[config.mk]
export PLATFORM = sky130hd
export DESIGN_NAME = ibuffer_dequeuer
export DESIGN_NICKNAME = d
export VERILOG_FILES = /design/src/rtl/ibuffer_dequeuer_pkg.sv /design/src/rtl/ibuffer_way_pick.sv /design/src/rtl/ibuffer_dequeuer.sv
export SDC_FILE = /design/constraint.sdc
export NUM_CORES = 1
export LEC_CHECK = 0
export ABC_AREA = 1
export BUFFER_PORTS_ARGS = -buffer_cell sky130_fd_sc_hd__buf_2
export CAP_MARGIN = 5
export CORE_MARGIN = 4
export CORE_UTILIZATION = 30
export DETAILED_ROUTE_END_ITERATION = 7
export PLACE_DENSITY = 0.61
export RECOVER_POWER = 25
export REMOVE_ABC_BUFFERS = 1
export SLEW_MARGIN = 20
export SYNTH_ARGS = -nofsm -noshare
export SYNTH_HDL_FRONTEND = slang
export SYNTH_SLANG_ARGS = --single-unit
[constraint.sdc]
create_clock -name vclk -period 26.1
set_input_delay 6.525 -clock vclk [all_inputs]
set_output_delay 6.525 -clock vclk [all_outputs]
set_load 0.1 [all_outputs]
[src/rtl/ibuffer_dequeuer_pkg.sv]
// Shared sizing and types for the instruction-buffer head parse/select stage.
// The buffer head is 16 parcel slots deep, and up to 4 instructions leave it per cycle.
package ibuffer_dequeuer_pkg;

    localparam int IBUF_PARCELS = 16;
    localparam int IBUF_IDX_W   = 4;
    localparam int IBUF_COUNT_W = 5;
    localparam int DEQ_WAYS     = 4;

    localparam logic [IBUF_IDX_W-1:0] IDX_NONE = '1;

    typedef logic [IBUF_PARCELS-1:0][IBUF_COUNT_W-1:0] count_vec_t;
    typedef logic [DEQ_WAYS-1:0][IBUF_IDX_W-1:0]       idx_by_way_t;

    // Second-parcel slot: the next slot, or none when the start sits in the last slot.
    function automatic logic [IBUF_IDX_W-1:0] second_of(input logic [IBUF_IDX_W-1:0] first);
        return (first == IDX_NONE) ? IDX_NONE : first + 1'b1;
    endfunction

endpackage

[src/rtl/ibuffer_way_pick.sv]
// Lowest-set priority encoder: reports the first slot whose hit bit is set.
// When no hit bit is set, the index reads as all-ones.
module ibuffer_way_pick
    import ibuffer_dequeuer_pkg::*;
(
    input  logic [IBUF_PARCELS-1:0] hit_vec,
    output logic                    found,
    output logic [IBUF_IDX_W-1:0]   idx
);

    always_comb begin
        found = 1'b0;
        idx   = IDX_NONE;
        for (int i = IBUF_PARCELS - 1; i >= 0; i--) begin
            if (hit_vec[i]) begin
                found = 1'b1;
                idx   = IBUF_IDX_W'(i);
            end
        end
    end

endmodule

[src/rtl/ibuffer_dequeuer.sv]
// Combinational parse of the instruction-buffer head into compressed and uncompressed
// instructions. Selects up to DEQ_WAYS complete instructions in slot order for decode.
module ibuffer_dequeuer
    import ibuffer_dequeuer_pkg::*;
(
    input  logic                    CLK,
    input  logic                    nRST,
    input  logic [IBUF_PARCELS-1:0] valid_vec,
    input  logic [IBUF_PARCELS-1:0] uncompressed_vec,
    input  logic [IBUF_PARCELS-1:0] redirect_vec,
    output count_vec_t              count_vec,
    output logic [IBUF_PARCELS-1:0] deqing_vec,
    output logic [DEQ_WAYS-1:0]     valid_by_way,
    output idx_by_way_t             first_idx_by_way,
    output idx_by_way_t             second_idx_by_way
);

    // No state is held here; clock and reset exist only so every stage has the same ports.
    logic unused_ports;
    assign unused_ports = CLK ^ nRST;

    logic [IBUF_PARCELS:0]          valid_ext;
    logic [IBUF_PARCELS-1:0]        is_start;
    logic [IBUF_PARCELS-1:0]        is_complete;
    logic [IBUF_PARCELS-1:0]        owned;
    logic [IBUF_COUNT_W-1:0]        running;
    logic                           consumed;
    count_vec_t                     count_c;
    logic [DEQ_WAYS-1:0][IBUF_PARCELS-1:0] hit_by_way;

    // A start never looks past slot 15: the padded zero makes the missing slot 16 read as invalid.
    always_comb begin
        valid_ext   = {1'b0, valid_vec};
        is_start    = '0;
        is_complete = '0;
        count_c     = '0;
        running     = '0;
        consumed    = 1'b0;
        for (int i = 0; i < IBUF_PARCELS; i++) begin
            is_start[i]    = valid_vec[i] & ~consumed;
            is_complete[i] = is_start[i] &
                             (~uncompressed_vec[i] | valid_ext[i+1] | redirect_vec[i]);
            if (is_complete[i]) begin
                running = running + 1'b1;
            end
            count_c[i] = running;
            consumed   = is_start[i] & uncompressed_vec[i];
        end
    end

    assign count_vec = count_c;

    // The running count steps only on complete starts, so exactly one slot matches each way.
    always_comb begin
        hit_by_way = '0;
        for (int w = 0; w < DEQ_WAYS; w++) begin
            for (int i = 0; i < IBUF_PARCELS; i++) begin
                hit_by_way[w][i] = is_complete[i] &&
                                   (count_c[i] == IBUF_COUNT_W'(w + 1));
            end
        end
    end

    for (genvar w = 0; w < DEQ_WAYS; w++) begin : g_way
        ibuffer_way_pick u_pick (
            .hit_vec (hit_by_way[w]),
            .found   (valid_by_way[w]),
            .idx     (first_idx_by_way[w])
        );
        assign second_idx_by_way[w] = valid_by_way[w] ? second_of(first_idx_by_way[w])
                                                       : IDX_NONE;
    end

    // A second half leaves only together with its owning start, and only when it is valid.
    always_comb begin
        owned      = '0;
        deqing_vec = '0;
        for (int i = 0; i < IBUF_PARCELS; i++) begin
            owned[i]      = is_complete[i] && (count_c[i] <= IBUF_COUNT_W'(DEQ_WAYS));
            deqing_vec[i] = owned[i];
            if (i > 0) begin
                if (owned[i-1] && uncompressed_vec[i-1] && valid_vec[i]) begin
                    deqing_vec[i] = 1'b1;
                end
            end
        end
    end

endmodule

Word level (Yosys, flattened, before mapping)
Index checks and enable logic that the tools add are counted.

operators by class
  multiplexer cells = 163
  bitwise gates (word level) = 108
  $lt $le $gt $ge = 16
  reductions and logical operators = 110
  add/sub/neg operators = 19
  eq/ne operators = 68

operators with widths
  kind                 number
  $mux 4               40
  $eq 5x2->1 const B   28
  $logic_and 1x1->1    110
  $mux 1               84
  $add 5x1->5 const B  14
  $eq 5x1->1 const B   14
  $eq 5x3->1 const B   14
  $le 5x3->1 const B   14
  $mux 5               14
  $mux 3               16
  $and 1x1->1          46
  $not 1->1            31
  $or 1x1->1           31
  $mux 2               9
  $add 4x1->4 const B  4
  $eq 4x4->1 const B   4
  $eq 1x2->1 const B   2
  $eq 2x2->1 const B   2
  $eq 1x3->1 const B   1
  $eq 2x3->1 const B   1
  $le 1x3->1 const B   1
  $le 2x3->1 const B   1
  $add 1x1->2 const B  1
  $eq 2x1->1 const B   1
  $eq 1x1->1 const B   1

storage, ports and cells
  output and inout port bits = 132
  logic and storage cells = 484
  register bits after elaboration = 0
  input bits = 50

Logic depth before layout (Yosys ltp)
Gate-level depths: netlist of run 1.

  word-level depth = 66
  mapped depth = 82
  gate-level depth less buffers = 82

Modules after synthesis
From an unflattened synthesis of run 1, not the netlist that was laid out.

second synthesis, totals
  cells, all modules = 920
  area, all modules = 5018.6 um2

by module, submodules not included
  module            times used  area an instance (um2)  cells each
  ibuffer_dequeuer  1           4292.9                  744
  ibuffer_way_pick  4           181.4                   44

Worst setup path before layout of run 1
OpenSTA, ideal clock, no wires.

  path type = input -> output
  start point = in valid_vec[1]
  end point = out second_idx_by_way[14] (netlist bit)
  data required time = 19.575 ns
  data arrival time = 32.335 ns
  setup slack = -12.760 ns
  stages on the path = 51
  path buffers = 0
  cells stage by stage = inv_2 -> a21oi_1 -> nand2_2 -> ha_1 -> inv_1 -> nand4_1 -> nand2_1 -> nand2_1 -> nand2_2 -> ha_1 -> inv_1 -> nand2_1 -> nand2_1 -> inv_1 -> o21ai_1 -> inv_1 -> o21ai_1 -> inv_1 -> [15 not listed] -> ha_1 -> o21ai_0 -> inv_1 -> ha_1 -> nand3_1 -> nor2_1 -> nand2_1 -> a21oi_1 -> o21ai_1 -> a21oi_1 -> o21ai_1 -> nand2_1 -> nand2_1 -> nand2_1 -> a21boi_1 -> ha_1 -> nor2_1 -> a31oi_1

RTL lines
  element      line                    text
  from (decl)  ibuffer_dequeuer.sv:8   input logic [IBUF_PARCELS-1:0] valid_vec,
  to (decl)    ibuffer_dequeuer.sv:15  output idx_by_way_t second_idx_by_way

==> results of run 1 <==
cell type report:
type                            count  area, um2  share of cell area [%]
Inverter                          183        687                    11.6
Multi-Input combinational cell    709       4130                    69.9
Timing Repair Buffer              168        818                    13.9
Tap cell                          216        270                    4.57
metrics by stage:
stage | utilization, % | cells | worst slack, ps | TNS (ps) | area, um2
6_report | 37.1 | 1276 | 1190 | 0 | 5910
5_1_grt | 37.1 | 1276 | 46.9 | 0 | 5910
4_1_cts | 37.1 | 1276 | 709 | 0 | 5920
3_5_place_dp | 37.1 | 1276 | 773 | 0 | 5920
3_3_place_gp | 37.1 | 1276 | 899 | 0 | 5920
2_1_floorplan | - | 892 | -13280 | -523540 | 4810
cell families (layout without fill, tap and decap cells):
group,after synthesis,after routing
fa+ha+maj,59,59
compound gates,65,65
buf+inv,200,351
other cells,1,12
simple gates,569,569
xor+xnor,4,4
worst paths after layout:
check             cells past startpoint           startpoint               endpoint  slack (ps)
hold / removal                        4  uncompressed_vec[7]          deqing_vec[8]       13550
setup / recovery                     76         valid_vec[1]  second_idx_by_way[15]        1190
routing by layer:
layer,vias up,share of wire [%],global-route usage (%)
met4,0,1.1,1.90
met1,2632,47,24.2
li1,3149,-,-
met3,13,4.6,0.966
met2,151,47,31.5
met5,-,0,0
timing repair:
| item | 4_1_cts | 5_1_grt |
|---|---|---|
| setup endpoints to repair | 0 | 17 |
| hold buffers | 0 | 0 |
| resized for setup | 0 | 10 |
critical path, delay by kind of cell:
kind                       cells  cell delay [ps]
and+or+nand+nor               23             2220
AOI/OAI and AO/OA             17             3190
adders and majority gates     14             4070
buffers and inverters         22             2390
cells in the final DEF, fill, tap and decap left out, types with 5 or more instances in the layout:
cell type,instances
nand3_1,91
clkbuf_4,6
nand2_4,18
nor2_1,84
inv_1,164
nand3_2,30
nand2_2,54
o21ai_0,19
nand2_1,222
nand3b_1,6
nor2_2,7
ha_1,58
buf_2,132
a21boi_0,5
clkbuf_1,30
o21ai_1,9
nor3_1,14
conb_1,12
inv_2,17
nand4_1,28
a21oi_1,12
==> results.tsv, run 1 <==
metric	value	unit
status	finished clean	
clk_buf instances	0	
std cell rows	46	
Final Setup Violations	0	
Layout area overhead	20.7	%
Tightest Pin Transition	1190	ps
share of layout cells above drive strength 1	25.9	%
Ports	182	
routed length per placed instance	13.3	um
slowest CP cell	clkbuf_4	
max-cap violations	0	
critical path class	input pin to output port	
gr usage total	17.6	%
Slew HR	20.8	%
Mapped Cells	898	
area fraction of the dominant cell type after synthesis	17.0	%
Remaining DRCs	0	
post-route clock period utilization	95.4	%
Synth Area per Inst	5.45	um2
WP data arrival	18380	ps
Final Hold Vio Count	0	
largest net degree at the start of global routing	10	
DRT Pass-1 Iters	5	
Die Y	136	um
Final Max Slew Viols	0	
Synth cell types	39	
Synth top cells by count	222 x nand2_1, 164 x inv_1, 91 x nand3_1, 84 x nor2_1, 59 x ha_1	
register area	0	um2
drt total wl	17.0	mm
Hold WS	13550	ps
Total Nets Final	1171	
postcts setup bufs	0	
largest family of logic cells by synthesized area	simple AND/OR/NAND/NOR gates	
Placer Congestion	0.921	
via/cell ratio	4.66	
Core Region	0.0159	mm2
Initial Utilization	30.7	%
fillcell total	1823	
post-synthesis adder-cell area fraction	15.1	%
f_max	0.0401	GHz
initial antenna violation count	0	
Yosys Warn Count	0	
first-pass GRT wire length	27.1	mm
CP required	19580	ps
Mapped Area	0.00490	mm2
DRT iter0 DRCs	299	
Hold Path Class	input pin to output port	
minimum clock period	24910	ps
FFs & Latches	0	
mux cell area share after synthesis	0	%
Synth Area in XOR/XNOR	0.716	%
RSZ-0062 raised after global routing	false	
total gr overflow	0	
Die Width	136	um
top-count cell post-synth	nand2_1	
vias in the first global route	5622	
DP HPWL	15.4	mm
compound-cell area share of the yosys netlist	7.95	%
largest cells by area after synthesis	nand2_1 17%, ha_1 15%, inv_1 13%	
Antenna Nets Post-Route	0	
Post-Synth Simple-Gate Area	59.5	%
register area share after synthesis	0	%
IO buf count	168	
CP max stage delay	340	ps
full die area	0.0184	mm2
Startpoint Class	input pin	
Antenna Cells	0	
Setup crit end kind	output port	
Synth area leader	nand2_1	
maximum fanout along the worst path	7	
vias	5945	
critical path's most frequent cell	inv_1	
Power of run 1 is left out: the tool's default activity adds up to more than one toggle a clock period on the data nets, which glitch-free logic cannot reach.
==> inputs of run 2 (changes only) <==
- CELL_PAD_IN_SITES_DETAIL_PLACEMENT: unset -> 1
- CELL_PAD_IN_SITES_GLOBAL_PLACEMENT: unset -> 1
- PLACE_DENSITY: 0.61 -> 0.84
==> results.tsv, run 2 (same netlist as run 1, synthesis figures left out) <==
metric	value	unit	change
drt total wl	18.8	mm	+10%
Hold WS	13560	ps	+1.80 ps
leading cell type in the layout, fill and taps excluded	nand2_1		
fillcell total	2296		+26%
Final Hold Vio Count	0		unchanged
max-cap violations	0		unchanged
Total Nets Final	1173		+0.17%
CP required	19580	ps	about the same
WP data arrival	18610	ps	+230 ps
Post-CTS Hold Fix Bufs	0		unchanged
status	finished clean		
Final Setup Violations	0		unchanged
CP max stage delay	430	ps	+90 ps
Antenna Nets Post-Route	0		unchanged
Slew HR	19.9	%	-0.85 points
Setup crit end kind	output port		
post-route clock period utilization	96.3	%	+0.86 points
vias in the first global route	6233		+11%
commonest non-fill, non-tap cells in the layout	222 x nand2_1, 164 x inv_1, 137 x buf_2, 91 x nand3_1, 84 x nor2_1		
f_max	0.0398	GHz	-0.89%
gr usage total	19.3	%	+1.7 points
Remaining DRCs	0		unchanged
clk_buf instances	0		unchanged
DP HPWL	17.1	mm	+11%
Antenna Cells	0		unchanged
Startpoint Class	input pin		
register area	0	um2	unchanged
Die Y	136	um	unchanged
vias	6166		+3.7%
full die area	0.0184	mm2	unchanged
Core Region	0.0159	mm2	unchanged
first-pass GRT wire length	29.9	mm	+10%
Critical path buffers and inverters	23		+4.5%
DRT iter0 DRCs	204		-32%
Layout area overhead	21.0	%	
via/cell ratio	4.82		+3.6%
routed length per placed instance	14.7	um	+10%
minimum clock period	25130	ps	+225 ps
share of layout cells above drive strength 1	26.3	%	+0.33 points
DRT Pass-1 Iters	4		-1
std cell rows	46		unchanged
Tightest Pin Transition	1210	ps	+12.8 ps
slowest CP cell	ha_2		
Final Max Slew Viols	0		unchanged
largest net degree at the start of global routing	10		unchanged
total gr overflow	0		unchanged
maximum fanout along the worst path	7		unchanged
Placer Congestion	0.890		-3.3%
cell family contributing the most delay on the critical path	adder cells		
critical path's most frequent cell	inv_1		
Hold Path Class	input pin to output port		
Ports	182		unchanged
Initial Utilization	30.7	%	unchanged
critical path class	input pin to output port		
IO buf count	168		unchanged
FFs & Latches	0		unchanged
Die Width	136	um	unchanged
initial antenna violation count	0		unchanged
## run 2: path summary, 6_finish.rpt
path                start               endpoint  slack [ps]  depth (start not counted)
min   uncompressed_vec[8]          deqing_vec[9]       13560                          4
max          valid_vec[1]  second_idx_by_way[15]         970                         79
## run 2: metal layers
metal  vias up  GRT usage (%)  share of wire, %
li1       3154              -                 -
met1      2877           24.7                45
met2       123           36.5                49
met3        12           1.67               4.4
met4         0           1.57              0.91
met5         -              0                 0
## run 2: metrics by stage
step	area [um2]	setup slack (ps)	util (%)	instances	setup TNS, ps
6_report	5920	967	37.1	1278	0
3_5_place_dp	5940	614	37.2	1278	0
3_3_place_gp	5940	1100	37.2	1278	0
5_1_grt	5920	-2.87	37.1	1278	-2.87
2_1_floorplan	4810	-13280	-	892	-523540
4_1_cts	5940	582	37.2	1278	0
## run 2: repair_timing
action / in CTS / in global routing
buffers inserted: 0 / 0
endpoints found under the setup margin: 0 / 15
resized for setup: 0 / 6
## run 2: area by class of cell
type	count	area [um2]	share of cell area, %
inverters	183	687	11.6
multi-input cells	709	4140	69.9
well taps	216	270	4.56
repair buffers	170	825	13.9
Power of run 2 is left out for the same reason.
